$ cat src/rtl/instr_fetch_unit.sv
// instr_fetch_unit
// Instruction-fetch stage for the MIPS core. It owns the PC, fetches one
// instruction word per instruction over a req/ready handshake, holds the word
// for the controller, and commits the next PC (sequential, branch or jump)
// when the downstream stages say the instruction is finished.
module instr_fetch_unit #(
  parameter logic [31:0] RESET_PC = 32'h0000_0000
) (
  input  logic        clk,
  input  logic        reset_n,
  output logic        imem_req,
  output logic [31:0] imem_addr,
  input  logic [31:0] imem_rdata,
  input  logic        imem_ready,
  output logic [31:0] instr,
  output logic        instr_valid,
  output logic [31:0] pc,
  output logic [31:0] pcplus4,
  input  logic        advance,
  input  logic        pcsrc,
  input  logic        jump
);

  // The low two PC bits are forced to zero so the word-alignment invariant
  // survives even a carelessly chosen RESET_PC.
  localparam logic [31:0] RESET_PC_ALIGNED = {RESET_PC[31:2], 2'b00};

  // IDLE is the post-reset parking state, FETCH waits for memory, and HOLD
  // keeps the fetched word until the downstream stages retire it. The spare
  // encoding 2'b11 is illegal and steers back to IDLE.
  typedef enum logic [1:0] {
    IDLE  = 2'b00,
    FETCH = 2'b01,
    HOLD  = 2'b10
  } state_t;

  state_t state;
  state_t state_next;

  logic        fetch_done;
  logic        retire;
  logic [31:0] branch_offset;
  logic [31:0] pcbranch;
  logic [31:0] jta;
  logic [31:0] pcnext;

  // A fetch completes only while a request is outstanding; an instruction is
  // retired only while one is held. Everything else is ignored.
  assign fetch_done = (state == FETCH) && imem_ready;
  assign retire     = (state == HOLD) && advance;

  // Next-PC arithmetic. The branch offset is the sign-extended immediate
  // already shifted left by two, built directly so no upper bits are wasted.
  // All sums wrap modulo 2^32 and no overflow indication exists.
  assign pcplus4       = pc + 32'd4;
  assign branch_offset = {{14{instr[15]}}, instr[15:0], 2'b00};
  assign pcbranch      = pcplus4 + branch_offset;
  assign jta           = {pcplus4[31:28], instr[25:0], 2'b00};
  assign pcnext        = jump ? jta : (pcsrc ? pcbranch : pcplus4);

  assign imem_addr = pc;

  // State register: asynchronous reset parks the FSM in IDLE immediately.
  always_ff @(posedge clk or negedge reset_n) begin
    if (!reset_n) begin
      state <= IDLE;
    end else begin
      state <= state_next;
    end
  end

  // Next-state logic: leave IDLE unconditionally, wait for memory in FETCH,
  // wait for retirement in HOLD, and recover from an illegal encoding.
  always_comb begin
    state_next = IDLE;
    case (state)
      IDLE:    state_next = FETCH;
      FETCH:   state_next = imem_ready ? HOLD : FETCH;
      HOLD:    state_next = advance ? FETCH : HOLD;
      default: state_next = IDLE;
    endcase
  end

  // Output decode from the state register only, so imem_req has no
  // combinational path from imem_ready and instr_valid tracks HOLD exactly.
  always_comb begin
    imem_req    = 1'b0;
    instr_valid = 1'b0;
    case (state)
      FETCH:   imem_req    = 1'b1;
      HOLD:    instr_valid = 1'b1;
      default: begin
        imem_req    = 1'b0;
        instr_valid = 1'b0;
      end
    endcase
  end

  // Datapath registers: capture the instruction word when memory answers and
  // commit the chosen next PC when the held instruction is retired.
  always_ff @(posedge clk or negedge reset_n) begin
    if (!reset_n) begin
      pc    <= RESET_PC_ALIGNED;
      instr <= 32'h0000_0000;
    end else begin
      if (fetch_done) begin
        instr <= imem_rdata;
      end
      if (retire) begin
        pc <= pcnext;
      end
    end
  end

endmodule

$ cat config.mk
export PLATFORM = sky130hd
export DESIGN_NAME = instr_fetch_unit
export DESIGN_NICKNAME = d
export VERILOG_FILES = /design/src/rtl/instr_fetch_unit.sv
export SDC_FILE = /design/constraint.sdc
export NUM_CORES = 1
export LEC_CHECK = 0
export BUFFER_PORTS_ARGS = -buffer_cell sky130_fd_sc_hd__buf_2
export CAP_MARGIN = 20
export CORE_UTILIZATION = 35
export CTS_BUF_LIST = sky130_fd_sc_hd__clkbuf_8 sky130_fd_sc_hd__clkbuf_16
export DETAILED_ROUTE_END_ITERATION = 8
export GPL_TIMING_DRIVEN = 0
export SYNTH_ARGS = -nofsm -noshare
export SYNTH_HDL_FRONTEND = slang
export SYNTH_SLANG_ARGS = --single-unit
$ cat constraint.sdc
create_clock -name clk -period 4.31 [get_ports clk]
set_input_delay 0.862 -clock clk [delete_from_list [all_inputs] [get_ports clk]]
set_output_delay 0.862 -clock clk [all_outputs]
set_load 0.01 [all_outputs]
; ---- Word-level counts from Yosys, hierarchy flattened
; Cells that the tools add are included.
[word_totals]
elab_cells = 17
out_inout_bits = 130
regBits = 66
[op_classes]
n_mux = 7
add_sub_neg = 2
n_reduce_logical = 3
eq_ne = 2
[op_table]
columns = operator, count
row1 = $mux 32, 2
row2 = $add 32x3->32 const B, 1
row3 = $add 32x32->32, 1
row4 = $pmux 2 s3, 1
row5 = $mux 2, 2
row6 = $eq 2x1->1 const B, 1
row7 = $eq 2x2->1 const B, 1
row8 = $logic_and 1x1->1, 2
row9 = $logic_not 2->1, 1
row10 = $mux 1, 2

; ---- Logic depth before layout (Yosys ltp)
[depth]
word_depth = 4
ltp_mapped = 18
ltp_nobuf = 18

; ---- Least setup slack after synthesis
; No wires, ideal clock.
[synth_path]
path_type = register to register
startpoint = register pc[2], in the netlist imem_addr[2]
endpoint = register pc[31], in the netlist imem_addr[31]
arrival_ns = 3.824
path_stages_with_launch = 18
required_time_ns = 4.240
path_buffers = 0
period_less_slack_ns = 3.893
setup_slack_ns = 0.417
cell_sequence = dfrtp_1 ha_1 nand2_1 nor3_1 and4_1 nand3_1 xnor2_1 ha_1 nor2_1 nor3_1 a311oi_1 o311ai_0 o21ai_0 o21ai_0 o41ai_1 o21ai_0 o21bai_1 nand3_1
[synth_via]
elab_chain_len = 4
[synth_rtl]
columns = element, line
row1 = start: declaration, 17  ; output logic [31:0] pc,
row2 = start signal: assignment, 110  ; pc <= pcnext;
row3 = $add 32x3->32, 55  ; assign pcplus4 = pc + 32'd4;
row4 = net pcplus4[20], 18  ; output logic [31:0] pcplus4,
row5 = $add 32x32->32, 57  ; assign pcbranch = pcplus4 + branch_offset;
row6 = $mux 32 (2 in series), 59  ; assign pcnext = jump ? jta : (pcsrc ? pcbranch : pcplus4);
; The timed path passes the listed nets, and every way through them passes these cells.
; A chain may end at the register's enable or synchronous reset.

; ---- Worst setup path after layout
[layout_path]
startpoint = register pc[12], in the netlist imem_addr[12]
endpoint = register pc[31], in the netlist imem_addr[31]
[layout_via]
elab_chain_len = 4
[layout_rtl]
columns = element, line
row1 = $add 32x3->32 *, 55
row2 = $add 32x32->32, 57
row3 = $mux 32, 59
row4 = $mux 32 *, 59
; Mark *: on every way between the ends. The rest lies on a longest branch, timed or not.

==> flow_metrics.env <==
export IMPL_status="finished, final reports clean"
export IMPL_rr_startpoint="imem_addr[12]$_DFFE_PN0P_"
export IMPL_report_final_slew_viol_count=0
export IMPL_reg2reg_setup_slack_ns=0.19
export IMPL_crit_start="imem_addr[12]$_DFFE_PN0P_"
export IMPL_wire_per_inst_um=17.3
export IMPL_hold_buffers=0
export IMPL_fin_worst_skew_ns=0.00811
export IMPL_cts_sinks=64
export IMPL_required_ns=4.58
export IMPL_syn_inst=605
export IMPL_setup_violations_final=0
export IMPL_drtIter0Drc=236
export IMPL_start_kind="flop"
export IMPL_drive_gt1_share_pct=36.3
export IMPL_cp_slowest_cell="dfrtp_1"
export IMPL_path_buf_inv=1
export IMPL_hold_start="instr[27]$_DFFE_PN0P_"
export IMPL_max_clock_path_buffers=2
export IMPL_min_period_over_period_pct=95.6
export IMPL_cts_buffers=9
export IMPL_synth_most_common_cell="nand2_1"
export IMPL_nets=863
export IMPL_antenna_found_initial=0
export IMPL_grt_pass1_wl_um=26600
export IMPL_nFillCells=1475
export IMPL_grt_pass1_vias=4918
export IMPL_synth_ff_type="dfrtp_1"
export IMPL_powerDensity_nw_per_um2=903
export IMPL_synth_area_leader_cell="dfrtp_1"
export IMPL_dpl_hpwl_um=12600
export IMPL_cpPeakStageDelay_ns=0.44
export IMPL_synthTopCellsByArea="dfrtp_1, ha_1, mux2_2, buf_4, nand2_1"
export IMPL_dieArea_um2=15500
export IMPL_seq_area_um2=1610
export IMPL_track_usage_pct=21.6
export IMPL_design_area_um2=6760
export IMPL_cp_end_kind="flop"
export IMPL_crit_family="compound AO/OA/AOI/OAI gates"
export IMPL_root_buffer="clkbuf_16"
export IMPL_finalHoldViolCount=0
export IMPL_worstPathCellList="and4_1 > and3_1 > and3_1 > nand3_1 > xnor2_2 > ha_1 > nand2_1 > nor3_2 > a311oi_2 > o311ai_0 > o21ai_1 > o21ai_0 > o41ai_2 > buf_4 > o21ai_0 > o21bai_1 > nand3_1"
export IMPL_rr_worst_depth=17
export IMPL_yosysUniqueCellTypes=59
export IMPL_syn2layout_area_growth_pct=28.2
export IMPL_drtAntennaViolNets=0
export IMPL_grt_max_degree=65
export IMPL_synth_seq_area_share_pct=30.4
export IMPL_avgSynthCellArea_um2=8.71
export IMPL_rows=44
export IMPL_ys_ff_latch=64
export IMPL_synthTopCellsByCount="nand2_1, dfrtp_1, nor2_1, o21ai_0"
export IMPL_die_w_um=125
export IMPL_cts_tree="yes"
export IMPL_clk_latency_ns=0.33
export IMPL_arrival_ns=4.39
export IMPL_multiInputGateArea_um2=3380
export IMPL_viasPerCell=5.30
export IMPL_die_h_um=125
export IMPL_period_minus_slack_ns=4.12
export IMPL_fin_tns_setup_ns=0
export IMPL_slew_headroom_pct=35.5
export IMPL_post_dp_cell_area_um2=6320
export IMPL_cts_max_level=3
export IMPL_p_leak_nw=3.47
export IMPL_worstReg2RegEnd="imem_addr[31]$_DFFE_PN0P_"
export IMPL_synth_warnings=0
export IMPL_synth_top_cell_area_share_pct=30.4
export IMPL_syn_area_um2=5270
export IMPL_io_buffers=160
export IMPL_async_flop_share_pct=100
export IMPL_gp_congestion=0.863
export IMPL_drc=0
export IMPL_crit_cells=17
export IMPL_io_pins=168
export IMPL_initial_core_util_pct=36.1
export IMPL_timing_max_cap_violations=0
export IMPL_hp_class="flop to flop"
export IMPL_core_um2=14600
export IMPL_cp_max_fo=7
export IMPL_first_pass_iters=5
export IMPL_peakVddDrop_mv=0.365
export IMPL_worst_pin_slew_ns=0.968
export IMPL_synth_edff_count=0
export IMPL_overflow=0
export IMPL_max_freq_mhz=243
export IMPL_vias=5172
export IMPL_diodes=0
export IMPL_clkTransAtPathRegs_ns=0.06
export IMPL_crit_path_end="imem_addr[31]$_DFFE_PN0P_"
export IMPL_path_class="flop to flop"
export IMPL_wirelength_um=16900
[sequential cells by signal, summed over array words and instances, names as in the netlist]
register / flops
instr: 32
imem_addr: 30
state: 2
[power by group]
group | leakage [nW] | switching (mW) | internal, mW
Sequential | 0.768 | 0.458 | 0.897
Combinational | 2.56 | 2.18 | 1.86
Clock | 0.138 | 0.269 | 0.437
Total | 3.47 | 2.90 | 3.20
[through the flow]
step / utilization (%) / worst slack [ns] / instances / hold WS, ns / power [mW]
floorplan: - / 0.417 / 610 / 0.455 / 4.03
CTS: 45.5 / 0.0311 / 970 / 0.502 / 6.02
global placement: 43.3 / -0.747 / 954 / 0.485 / 5.25
detailed placement: 43.3 / -0.733 / 954 / 0.489 / 5.25
finish: 46.3 / 0.190 / 975 / 0.501 / 6.10
global route: 46.3 / -0.0463 / 975 / 0.516 / 6.58
[cells in the final DEF (no fill, tap or decap), types with 4 or more instances in the layout]
| cell type | n |
|---|---|
| dfrtp_2 | 8 |
| buf_2 | 159 |
| nor2b_1 | 4 |
| xnor2_1 | 23 |
| buf_4 | 44 |
| nand3_1 | 17 |
| mux2i_1 | 7 |
| conb_1 | 6 |
| xor2_1 | 21 |
| and3_1 | 14 |
| inv_1 | 13 |
| o31ai_1 | 5 |
| nor2_1 | 40 |
| ha_1 | 34 |
| o21ai_0 | 36 |
| a31oi_1 | 4 |
| nor4_1 | 4 |
| nand2_1 | 65 |
| mux2_2 | 33 |
| nand4_1 | 7 |
| o21bai_1 | 4 |
| dfrtp_1 | 56 |
| nor3_1 | 14 |
| clkbuf_1 | 23 |
| a211oi_1 | 5 |
| clkbuf_16 | 9 |
| nand2b_1 | 4 |
| a21o_1 | 27 |
| a21oi_1 | 35 |
[layout make-up]
cell class	instances	area share, %
plain buffers	59	5.28
inverters	13	0.722
clock inverters	5	0.759
clock buffers	9	3.33
multi-input cells	474	50.0
repair buffers	167	12.7
flip-flops and latches	64	23.9
well taps	184	3.41
[worst min-delay path by stage]
stage / end / slack [ns] / cells after the start
after floorplan: state[0]$_DFF_PN0_ / 0.46 / 1
after global placement: instr[27]$_DFFE_PN0P_ / 0.48 / 1
after detailed placement: instr[27]$_DFFE_PN0P_ / 0.49 / 1
after CTS: instr[27]$_DFFE_PN0P_ / 0.50 / 1
after global routing: instr[27]$_DFFE_PN0P_ / 0.52 / 1
final: instr[27]$_DFFE_PN0P_ / 0.50 / 1
[logic make-up after synthesis]
family | after synthesis | synth area share [%]
adder cells (fa/ha/maj) | 37 | 8.93
buffers and inverters | 72 | 7.69
flip-flops | 64 | 30.4
other | 1 | 0.0712
AND/OR/NAND/NOR | 190 | 17.1
XOR/XNOR | 48 | 7.98
AO/OA/AOI/OAI | 153 | 19.4
multiplexers | 40 | 8.38
[routing by layer]
layer  track usage, %  vias up  part of all wire [%]
li1                 -     2503                     -
met5                0        -                     0
met3             3.26       26                   4.7
met2             35.1      159                    47
met1             28.8     2484                    46
met4             8.29        0                   2.7
[what timing repair did]
item,in CTS,in global routing
hold endpoints to repair,0,0
buffers inserted,2,5
endpoints found under the setup margin,12,8
pin swaps,2,5
gates resized for setup,6,21
(Power assumes the default switching activity.)
